## config.mk

```make
export PLATFORM = sky130hd
export DESIGN_NAME = ins_loader
export DESIGN_NICKNAME = d
export VERILOG_FILES = /design/src/rtl/ins_loader.sv
export SDC_FILE = /design/constraint.sdc
export NUM_CORES = 1
export LEC_CHECK = 0
export CAP_MARGIN = 20
export CELL_PAD_IN_SITES_DETAIL_PLACEMENT = 1
export CELL_PAD_IN_SITES_GLOBAL_PLACEMENT = 1
export CORE_ASPECT_RATIO = 0.6
export CORE_UTILIZATION = 45
export DETAILED_ROUTE_END_ITERATION = 8
export DONT_BUFFER_PORTS = 1
export PLACE_DENSITY = 0.83
export SYNTH_ARGS = -nofsm -noshare
export SYNTH_HDL_FRONTEND = slang
export SYNTH_SLANG_ARGS = --single-unit
```

## constraint.sdc

```tcl
create_clock -name clk -period 3 [get_ports clk]
set_input_delay 0.15 -clock clk [delete_from_list [all_inputs] [get_ports clk]]
set_output_delay 0.15 -clock clk [all_outputs]
set_load 0.05 [all_outputs]
```

## src/rtl/ins_loader.sv

```systemverilog
// ins_loader: boot-time program loader feeding the byte write port of the
// byte-addressed instruction bank. Accepts an 8-bit valid/ready stream:
//   length N (16-bit word count, high byte first), then 4*N payload bytes,
// written big-endian so word k byte j lands at BASE + 4k + j.
// The processor is held in reset while loading and on error.
//
// Optional feature: define INS_LOADER_CHECKSUM_EN to expect one trailing byte
// equal to the XOR of all payload bytes; a mismatch ends in the error state.
//
// Parameters: ADDR_W byte address width (bank depth 2^ADDR_W),
//             BASE first byte address (multiple of 4).
// Ports:
//   clk, reset        clock, synchronous active-high reset
//   start             arms a load from idle/done/error
//   in_data/in_valid  stream byte and its valid
//   in_ready          loader takes a byte this cycle (from state only)
//   wr_en/wr_addr/wr_data  registered bank byte write
//   cpu_hold          keep processor in reset
//   done / error      image fully written / length overflow or bad checksum
module ins_loader #(
  parameter int ADDR_W = 8,
  parameter int BASE   = 0
) (
  input  logic              clk,
  input  logic              reset,
  input  logic              start,
  input  logic [7:0]        in_data,
  input  logic              in_valid,
  output logic              in_ready,
  output logic              wr_en,
  output logic [ADDR_W-1:0] wr_addr,
  output logic [7:0]        wr_data,
  output logic              cpu_hold,
  output logic              done,
  output logic              error
);

  typedef enum logic [2:0] {
    S_IDLE, S_LEN_HI, S_LEN_LO, S_DATA, S_DONE, S_ERR, S_CSUM
  } state_t;

`ifdef INS_LOADER_CHECKSUM_EN
  localparam state_t S_END = S_CSUM;
`else
  localparam state_t S_END = S_DONE;
`endif

  localparam logic [ADDR_W-1:0] BASE_A = ADDR_W'(BASE);
  // Bytes available from BASE to the top of the bank.
  localparam logic [31:0] SPACE = 32'((64'd1 << ADDR_W) - 64'(BASE));

  state_t            state, state_next;
  logic [7:0]        len_hi;
  logic [17:0]       nbytes;
  logic [ADDR_W:0]   cnt;
  logic              accept;
  logic              armable;
  logic [15:0]       n_full;
  logic [17:0]       prod;
  logic              too_long;
  logic              last_byte;
`ifdef INS_LOADER_CHECKSUM_EN
  logic [7:0]        csum;
`endif

  assign in_ready  = (state == S_LEN_HI) || (state == S_LEN_LO) ||
                     (state == S_DATA)   || (state == S_CSUM);
  assign accept    = in_valid && in_ready;
  assign armable   = (state == S_IDLE) || (state == S_DONE) || (state == S_ERR);
  assign n_full    = {len_hi, in_data};
  assign prod      = {n_full, 2'b00};
  assign too_long  = {14'd0, prod} > SPACE;
  assign last_byte = 32'(cnt) == ({14'd0, nbytes} - 32'd1);

  assign cpu_hold  = (state != S_IDLE) && (state != S_DONE);
  assign done      = (state == S_DONE);
  assign error     = (state == S_ERR);

  always_ff @(posedge clk) begin
    if (reset) state <= S_IDLE;
    else       state <= state_next;
  end

  always_comb begin
    state_next = state;
    case (state)
      S_IDLE, S_DONE, S_ERR: if (start) state_next = S_LEN_HI;
      S_LEN_HI: if (accept) state_next = S_LEN_LO;
      S_LEN_LO: begin
        if (accept) begin
          if (n_full == 16'd0) state_next = S_END;
          else if (too_long)   state_next = S_ERR;
          else                 state_next = S_DATA;
        end
      end
      S_DATA: if (accept && last_byte) state_next = S_END;
`ifdef INS_LOADER_CHECKSUM_EN
      S_CSUM: if (accept) state_next = (in_data == csum) ? S_DONE : S_ERR;
`endif
      default: state_next = S_IDLE;
    endcase
  end

  always_ff @(posedge clk) begin
    if (reset) begin
      wr_en   <= 1'b0;
      wr_addr <= '0;
      wr_data <= '0;
      cnt     <= '0;
      len_hi  <= '0;
      nbytes  <= '0;
`ifdef INS_LOADER_CHECKSUM_EN
      csum    <= '0;
`endif
    end else begin
      wr_en <= 1'b0;
      if (armable && start) begin
        cnt  <= '0;
`ifdef INS_LOADER_CHECKSUM_EN
        csum <= '0;
`endif
      end
      if (state == S_LEN_HI && accept) len_hi <= in_data;
      if (state == S_LEN_LO && accept) nbytes <= prod;
      if (state == S_DATA && accept) begin
        wr_en   <= 1'b1;
        wr_addr <= BASE_A + cnt[ADDR_W-1:0];
        wr_data <= in_data;
        cnt     <= cnt + 1'b1;
`ifdef INS_LOADER_CHECKSUM_EN
        csum    <= csum ^ in_data;
`endif
      end
    end
  end

endmodule

```

# Yosys cells after proc, flatten, opt, wreduce, memory -nomap -nowiden

Cells that the tools add are included.

Multiplexer cells: 10
Reductions and logical operators: 18
Magnitude comparators: 1
Equal/unequal tests: 12
$add $sub $neg: 2

Operators with widths:

| kind                                                           | count |
|---|---|
| equality test 9 x 32 -> 1 bit                                  | 1 |
| subtractor 18 x 1 -> 19 bit, second input constant             | 1 |
| greater-than comparator 18 x 9 -> 1 bit, second input constant | 1 |
| two-way mux 3 bit                                              | 6 |
| two-way mux 9 bit                                              | 2 |
| zero test 16 bit                                               | 1 |
| case mux 3 bit (4 select lines)                                | 1 |
| adder 9 x 1 -> 9 bit, second input constant                    | 1 |
| equality test 3 bit, second input constant                     | 3 |
| logical AND 1 bit                                              | 7 |
| equality test 3 x 2 -> 1 bit, second input constant            | 2 |
| != test 2 bit, second input constant                           | 3 |
| logical OR 1 bit                                               | 5 |
| AND reduction 4 bit                                            | 1 |
| equality test 3 x 1 -> 1 bit, second input constant            | 1 |
| zero test 3 bit                                                | 1 |
| != test 3 bit, second input constant                           | 1 |
| nonzero test 3 bit                                             | 1 |
| OR reduction 3 bit                                             | 1 |
| != test 2 x 1 -> 1 bit, second input constant                  | 1 |
| nonzero test 2 bit                                             | 1 |
| two-way mux 1 bit                                              | 1 |

Input port bits: 12
Output and inout port bits: 21
Register bits: 53

# Logic depth before layout (Yosys ltp)

Gate-level depths: netlist (run 1).

Depth after elaboration: 8
Gate-level depth with buffers: 8
Gate-level depth less buffers: 8

# Worst setup path after synthesis (run 1)

No wires, ideal clock.

Path type: flip-flop to flip-flop
Start: reg nbytes[4]
End: reg state[1]
Arrival time: 2.076 ns
Path buffers: 0
Period minus slack after synthesis: 2.204 ns
Required time: 2.872 ns
Stages on the path, launching flop included: 7
Slack: 0.796 ns
Path through: dfxtp_1 -> or4_4 -> o21a_1 -> or4_1 -> o311a_1 -> nor4_2 -> o21ai_0

Cells in the longest elaborated chain, start to end: 5

RTL lines:

| item                                    | line | source |
|---|---|---|
| start, declared                         | 54   | `logic [17:0] nbytes;` |
| start signal, assigned                  | 124  | `if (state == S_LEN_LO && accept) nbytes <= prod;` |
| subtractor 18 x 1 -> 19 bit             | 73   | `assign last_byte = 32'(cnt) == ({14'd0, nbytes} - 32'd1);` |
| equality test 9 x 32 -> 1 bit           | 73   |  |
| logical AND 1 bit                       | 96   | `S_DATA: if (accept && last_byte) state_next = S_END;` |
| != test 2 x 1 -> 1 bit (no source line) | -    |  |
| AND reduction 4 bit (no source line)    | -    |  |
| end signal, assigned                    | 81   | `else state <= state_next;` |
| end, declared                           | 52   | `state_t state, state_next;` |

Every way passes these cells.
A chain may end at the register's enable or synchronous reset.

# Final worst setup path (run 1)

Same ends and word-level chain as after synthesis.

==> out/qor.csv, run 1 <==
metric;value;unit
CTS tree;built;
Post-Synthesis Cell Area;2460;µm²
GP Congestion;0.841;
FF-to-FF Start;nbytes[4]$_SDFFE_PP0P_;
grt met1 use;38.6;%
# setup viols final;0;
Final Core Density;53.0;%
post-synth net total;341;
Max clock buf depth;2;
critical path cell sequence;or4_4 > o21a_1 > or4_1 > o311a_1 > nor4_2 > o21ai_0;
P_leak;0.942;nW
FF+latch count, synth;53;
most frequent cells in the layout;87 x nand2_1, 54 x a21oi_1, 53 x dfxtp_1;
CP Launch Type;flop;
Hold Path Class;in2reg;
share of cells above drive strength 1;6.65;%
Fin Hold WS;0.0181;ns
I/O Buffers;0;
Post-synth ARST share;0;%
clock sink count;53;
sequential fraction of the synthesis area;43.1;%
Final Cycle Share;82.7;%
commonest non-fill, non-tap cell in the layout;nand2_1;
Most Crowded Layer GR;met2;
Critical Path Start;nbytes[4]$_SDFFE_PP0P_;
critical path's largest stage delay;0.60;ns
Reg2Reg Depth;6;
slowest CP cell;or4_4;
clock-pin slew on the worst setup and hold paths;0.10;ns
top_reg_cell synth;dfxtp_1;
Die ar.;5780;µm²
max_cap viols;0;
Initial DRC Count;91;
library cells used by synthesis;43;
worst-margin pin slew;0.872;ns
Cell Pwr Density;688;nW/µm²
slew margin rel.;41.6;%
number of global-route vias before repair;2361;
Rows;20;
htree depth;2;
Avg Cell Area, Syn;7.53;µm²
Ports;33;
CP endpoint kind;flop;
ant diodes;0;
GR Util All Layers;27.7;%
max-slew violation count;0;
WL final;7.62;mm
post-CTS setup buffers;0;
CP required;3.19;ns
Arr. time, crit path;2.67;ns
Starting Density;47.8;%
final antenna-violating net count;0;
Die Span X;97.5;µm
initial antenna violation count;0;
critical path fanouts, max;8;
run status;complete, no violations;
grt met2 use;43.8;%
total negative slack;0;ns
Tmin final;2.48;ns
crit path kind;reg2reg;
Nets;345;
CTS root buf;clkbuf_8;
Clk Latency, worst-skew pair;0.31;ns
CTS Buf Count;5;
first-pass GRT wire length;12.3;mm
Worst Skew;0.00247;ns
RSZ-0062 raised after global routing;no;
Die Y;59.3;µm
GR Layer Usage met3;5.54;%
remaining global-route overflow;0;
HPWL after DPL;5.19;mm
Final Hold Violating Endpoints;0;
peak supply drop;0.000237;V
via count;2347;
yosys warns;0;
Setup crit end;state[1]$_SDFFE_PP0P_;
DRC;0;
R2R Setup Slk;0.52;ns
area grow syn2layout;10.9;%
number of synthesized flops with an enable pin;0;
largest net degree at the start of global routing;52;
Routed WL per cell;19.2;µm
Vias/cell;5.91;
worst r2r dst;state[1]$_SDFFE_PP0P_;
Pre-Repair DR Iteration Count;4;
core area;5150;µm²
Fmax;403;MHz
Synth Instances;327;
[power breakdown]
part           internal [W]  switching (W)  total [W]
logic              0.000168       0.000369   0.000536
clock network      0.000248       0.000248   0.000495
registers          0.000751      0.0000944   0.000846
[synth_stat cells (2+ instances only)]
| cell | number | area share, % |
|---|---|---|
| nand2_1 | 87 | 13 |
| or4_1 | 2 | 0.61 |
| o311ai_0 | 2 | 0.71 |
| nand4_1 | 4 | 1.0 |
| nor2_1 | 17 | 2.6 |
| a21oi_1 | 54 | 11 |
| nor3b_1 | 2 | 0.61 |
| clkbuf_1 | 15 | 2.3 |
| nand3_1 | 9 | 1.8 |
| inv_1 | 9 | 1.4 |
| and3_1 | 4 | 1.0 |
| o21ai_0 | 10 | 2.0 |
| or2_2 | 5 | 1.3 |
| o21a_1 | 2 | 0.61 |
| a22oi_1 | 3 | 0.91 |
| nor4_1 | 7 | 1.8 |
| dfxtp_1 | 53 | 43 |
| xor2_1 | 3 | 1.1 |
| nor2b_1 | 2 | 0.51 |
| nor3_1 | 5 | 1.0 |
| nand3b_1 | 3 | 0.91 |
| nand4b_1 | 3 | 1.1 |
| ha_1 | 2 | 1.0 |
| xnor2_1 | 5 | 1.8 |
[metrics by stage]
step | worst slack [ns] | cells | power (W) | area [µm²]
finish | 0.520 | 397 | 0.00188 | 2730
global route | 0.419 | 397 | 0.00196 | 2730
CTS | 0.522 | 397 | 0.00188 | 2730
detailed placement | 0.545 | 380 | 0.00136 | 2510
global placement | 0.708 | 380 | 0.00134 | 2510
floorplan | 0.796 | 327 | 0.00125 | 2460
[repair_timing]
action                     4_1_cts  5_1_grt
setup endpoints to repair        0        0
hold endpoints to repair        51        0
hold buffers                    10        0
resized for setup                0        0
[critical path, delay by kind of cell (launching register included)]
| kind | cells | cell delay (ns) |
|---|---|---|
| AND/OR/NAND/NOR | 3 | 1.48 |
| AO/OA/AOI/OAI | 3 | 0.49 |
| flip-flops | 1 | 0.39 |
[cell families (layout without fill, tap and decap cells)]
kind of cell             Yosys count  in the layout  synth area share (%)
multiplexers                       1              1                 0.457
flip-flops                        53             53                  43.1
AO/OA/AOI/OAI                     80             80                  18.1
buffers and inverters             25             29                  3.81
adder cells (fa/ha/maj)            2              2                  1.02
XOR/XNOR                           8              8                  2.85
AND/OR/NAND/NOR                  158            158                  30.6
[per-layer routing]
layer / wire [µm] / part of all wire, % / vias to the layer above
met2: 3450 / 45 / 46
met1: 3690 / 48 / 1154
met5: 0 / 0 / -
met3: 376 / 4.9 / 10
met4: 100 / 1.3 / 0
li1: - / - / 1137
[how the worst min path moves through the flow]
stage / start / end / slack, ns / cells past startpoint
after floorplan: in_data[0] / len_hi[0]$_SDFFE_PP0P_ / 0.29 / 2
after global placement: reset / len_hi[7]$_SDFFE_PP0P_ / 0.22 / 1
after detailed placement: reset / len_hi[7]$_SDFFE_PP0P_ / 0.23 / 1
after CTS: in_data[3] / nbytes[5]$_SDFFE_PP0P_ / 0.01 / 2
after global routing: in_data[4] / nbytes[6]$_SDFFE_PP0P_ / 0.02 / 2
final: in_data[4] / nbytes[6]$_SDFFE_PP0P_ / 0.02 / 2
[layout make-up]
cell class / count / area [µm²]
Fill cell: 641 / 2420
Multi-Input combinational cell: 249 / 1310
Sequential cell: 53 / 1060
Timing Repair Buffer: 13 / 133
Tap cell: 66 / 82.6
Clock buffer: 5 / 68.8
Clock inverter: 2 / 38.8
Inverter: 9 / 33.8
[state kept, by name (all words and copies together), names as in the netlist]
| name | flops |
|---|---|
| wr_addr | 8 |
| nbytes | 16 |
| wr_en | 1 |
| cnt | 9 |
| len_hi | 8 |
| wr_data | 8 |
| state | 3 |
Power figures use the tool's default switching activity.
==> run 2: changes to the inputs <==
--- a/config.mk
+++ b/config.mk
@@ -9,10 +9,10 @@
 export CELL_PAD_IN_SITES_DETAIL_PLACEMENT = 1
 export CELL_PAD_IN_SITES_GLOBAL_PLACEMENT = 1
 export CORE_ASPECT_RATIO = 0.6
-export CORE_UTILIZATION = 45
+export CORE_UTILIZATION = 41
 export DETAILED_ROUTE_END_ITERATION = 8
 export DONT_BUFFER_PORTS = 1
-export PLACE_DENSITY = 0.83
+export PLACE_DENSITY = 0.8
 export SYNTH_ARGS = -nofsm -noshare
 export SYNTH_HDL_FRONTEND = slang
 export SYNTH_SLANG_ARGS = --single-unit
==> constraint.sdc (replaced) <==
create_clock -name clk -period 2.09 [get_ports clk]
set_input_delay 0.1045 -clock clk [delete_from_list [all_inputs] [get_ports clk]]
set_output_delay 0.1045 -clock clk [all_outputs]
set_load 0.05 [all_outputs]
==> run 2 against run 1 <==
Effect of this change: the run now ends with negative setup slack left; routed wire length grew 7.8%; hold slack gained 0.0048 ns; design area grew 9.8%; non-clock buffer count grew 26; combinational power grew 85%; maximum frequency grew 13%; sequential power grew 41%; largest power group unchanged.
==> out/qor.csv, run 2 (synthesized netlist as in run 1, its figures left out) <==
metric;value;unit
run status;finished with violations;
failing checks;negative setup slack;
worst hold start;reset;
worst setup margin;-0.102;ns
Regs by FF count;nbytes x16, cnt x9;
worst r2r dst;state[0]$_SDFFE_PP0P_;
largest register by flop count;nbytes;
ant diodes;0;
number of global-route vias before repair;2338;
GR Layer Usage met3;5.26;%
Arr. time, crit path;2.40;ns
clock-pin slew on the worst setup and hold paths;0.11;ns
Worst Skew;0.00880;ns
R2R Setup Slk;-0.10;ns
CP required;2.29;ns
share of cells above drive strength 1;15.4;%
I/O Buffers;0;
Comb pwr share;33.9;%
Reg2Reg Depth;6;
area grow syn2layout;21.7;%
Die Span X;102;µm
CTS tree;built;
Die ar.;6330;µm²
Final Cycle Share;105;%
Pre-Repair DR Iteration Count;4;
sequential share of power;40.5;%
max-slew violation count;0;
fin cells;438;
Hold Path Class;in2reg;
RSZ-0062 raised after global routing;yes;
slew margin rel.;64.9;%
Most Crowded Layer GR;met2;
DRC;0;
Rows;21;
Final Hold Violating Endpoints;0;
remaining global-route overflow;0;
critical path fanouts, max;3;
P_leak;1.10;nW
commonest non-fill, non-tap cell in the layout;nand2_1;
Worst Hold Depth;3;
FF-to-FF Start;nbytes[7]$_SDFFE_PP0P_;
Tmin final;2.19;ns
CP endpoint kind;flop;
Initial DRC Count;130;
Max clock buf depth;2;
CTS Buf Count;5;
worst-margin pin slew;0.526;ns
WL final;8.21;mm
Cell Pwr Density;978;nW/µm²
final antenna-violating net count;0;
GR Util All Layers;26.7;%
switching pwr;0.00111;W
via count;2457;
largest net degree at the start of global routing;53;
Die Y;62.0;µm
HPWL after DPL;5.42;mm
Pint;0.00182;W
CTS root buf;clkbuf_8;
FILL cells;712;
# setup viols final;3;
Design Power;0.00293;W
most frequent cells in the layout;87 x nand2_1, 54 x a21oi_1, 51 x dfxtp_1;
core area;5680;µm²
Nets;371;
grt met1 use;38.0;%
Endpoint, Worst Hold;state[1]$_SDFFE_PP0P_;
peak supply drop;0.000383;V
Ports;33;
Fmax;456;MHz
grt met2 use;43.1;%
Starting Density;43.4;%
Clk Latency, worst-skew pair;0.31;ns
max reg flops;16;
clock sink count;53;
CP Launch Type;flop;
Vias/cell;5.61;
crit path kind;reg2reg;
max_cap viols;0;
switching part of the total;38.0;%
clock power share;25.6;%
initial antenna violation count;0;
htree depth;2;
first-pass GRT wire length;12.5;mm
Inst Count DP;418;
GP Congestion;0.872;
Routed WL per cell;18.7;µm
run 2: worst max-delay path by stage:
stage / start / to / slack, ns
after floorplan: nbytes[7]$_SDFFE_PP0P_ / state[0]$_SDFFE_PP0P_ / -0.07
after global placement: nbytes[7]$_SDFFE_PP0P_ / state[0]$_SDFFE_PP0P_ / -0.1
after detailed placement: nbytes[7]$_SDFFE_PP0P_ / state[0]$_SDFFE_PP0P_ / -0.21
after CTS: nbytes[7]$_SDFFE_PP0P_ / state[0]$_SDFFE_PP0P_ / -0.06
after global routing: nbytes[2]$_SDFFE_PP0P_ / state[0]$_SDFFE_PP0P_ / -0.16
final: nbytes[7]$_SDFFE_PP0P_ / state[0]$_SDFFE_PP0P_ / -0.10
run 2: cell type report:
class	count	area [µm²]	area share, %
clock inverters	3	50.0	1.67
multi-input cells	249	1350	45.0
repair buffers	39	332	11.1
inverters	9	33.8	1.13
well taps	80	100	3.34
flip-flops and latches	53	1060	35.5
clock buffers	5	68.8	2.30
run 2: metrics by stage:
| stage | util, % | setup TNS [ns] | cell area [µm²] | setup slack, ns | hold slack, ns |
|---|---|---|---|---|---|
| after global placement | 47.8 | -0.243 | 2710 | -0.0971 | 0.179 |
| after detailed placement | 47.8 | -0.568 | 2710 | -0.215 | 0.182 |
| after floorplan | - | -0.166 | 2460 | -0.0707 | 0.233 |
| after global routing | 52.8 | -0.476 | 3000 | -0.160 | 0.0437 |
| final | 52.8 | -0.280 | 3000 | -0.102 | 0.0229 |
| after CTS | 52.6 | -0.157 | 2980 | -0.0565 | 0.0205 |
run 2: repair_timing:
item                                   CTS  global route
hold buffers                            10             0
buffers inserted                         1             1
endpoints found under the hold margin   52             0
gates resized for setup                  6             2
setup endpoints to repair                3             4
pin swaps                                4             2
run 2: power by group through the flow:
stage          Combinational (W)  Sequential, W  Clock (W)
3_5_place_dp            0.000871        0.00121          0
3_3_place_gp            0.000841        0.00120          0
4_1_cts                 0.000963        0.00118   0.000764
2_1_floorplan           0.000605        0.00119          0
5_1_grt                  0.00107        0.00120   0.000794
6_report                0.000993        0.00119   0.000750
run 2: critical path, cell delays in order (launching register included):
cell,delay (ns)
dfxtp_2,0.34
or4_4,0.55
o21a_1,0.21
or4_1,0.49
o311a_1,0.17
nor4_4,0.21
a21oi_1,0.12
run 2: per-layer routing:
| layer | part of all wire (%) | vias up | wire length, µm |
|---|---|---|---|
| li1 | - | 1197 | - |
| met1 | 49 | 1196 | 4010 |
| met2 | 45 | 60 | 3660 |
| met3 | 6.0 | 4 | 490 |
| met4 | 0.54 | 0 | 44 |
| met5 | 0 | - | 0 |
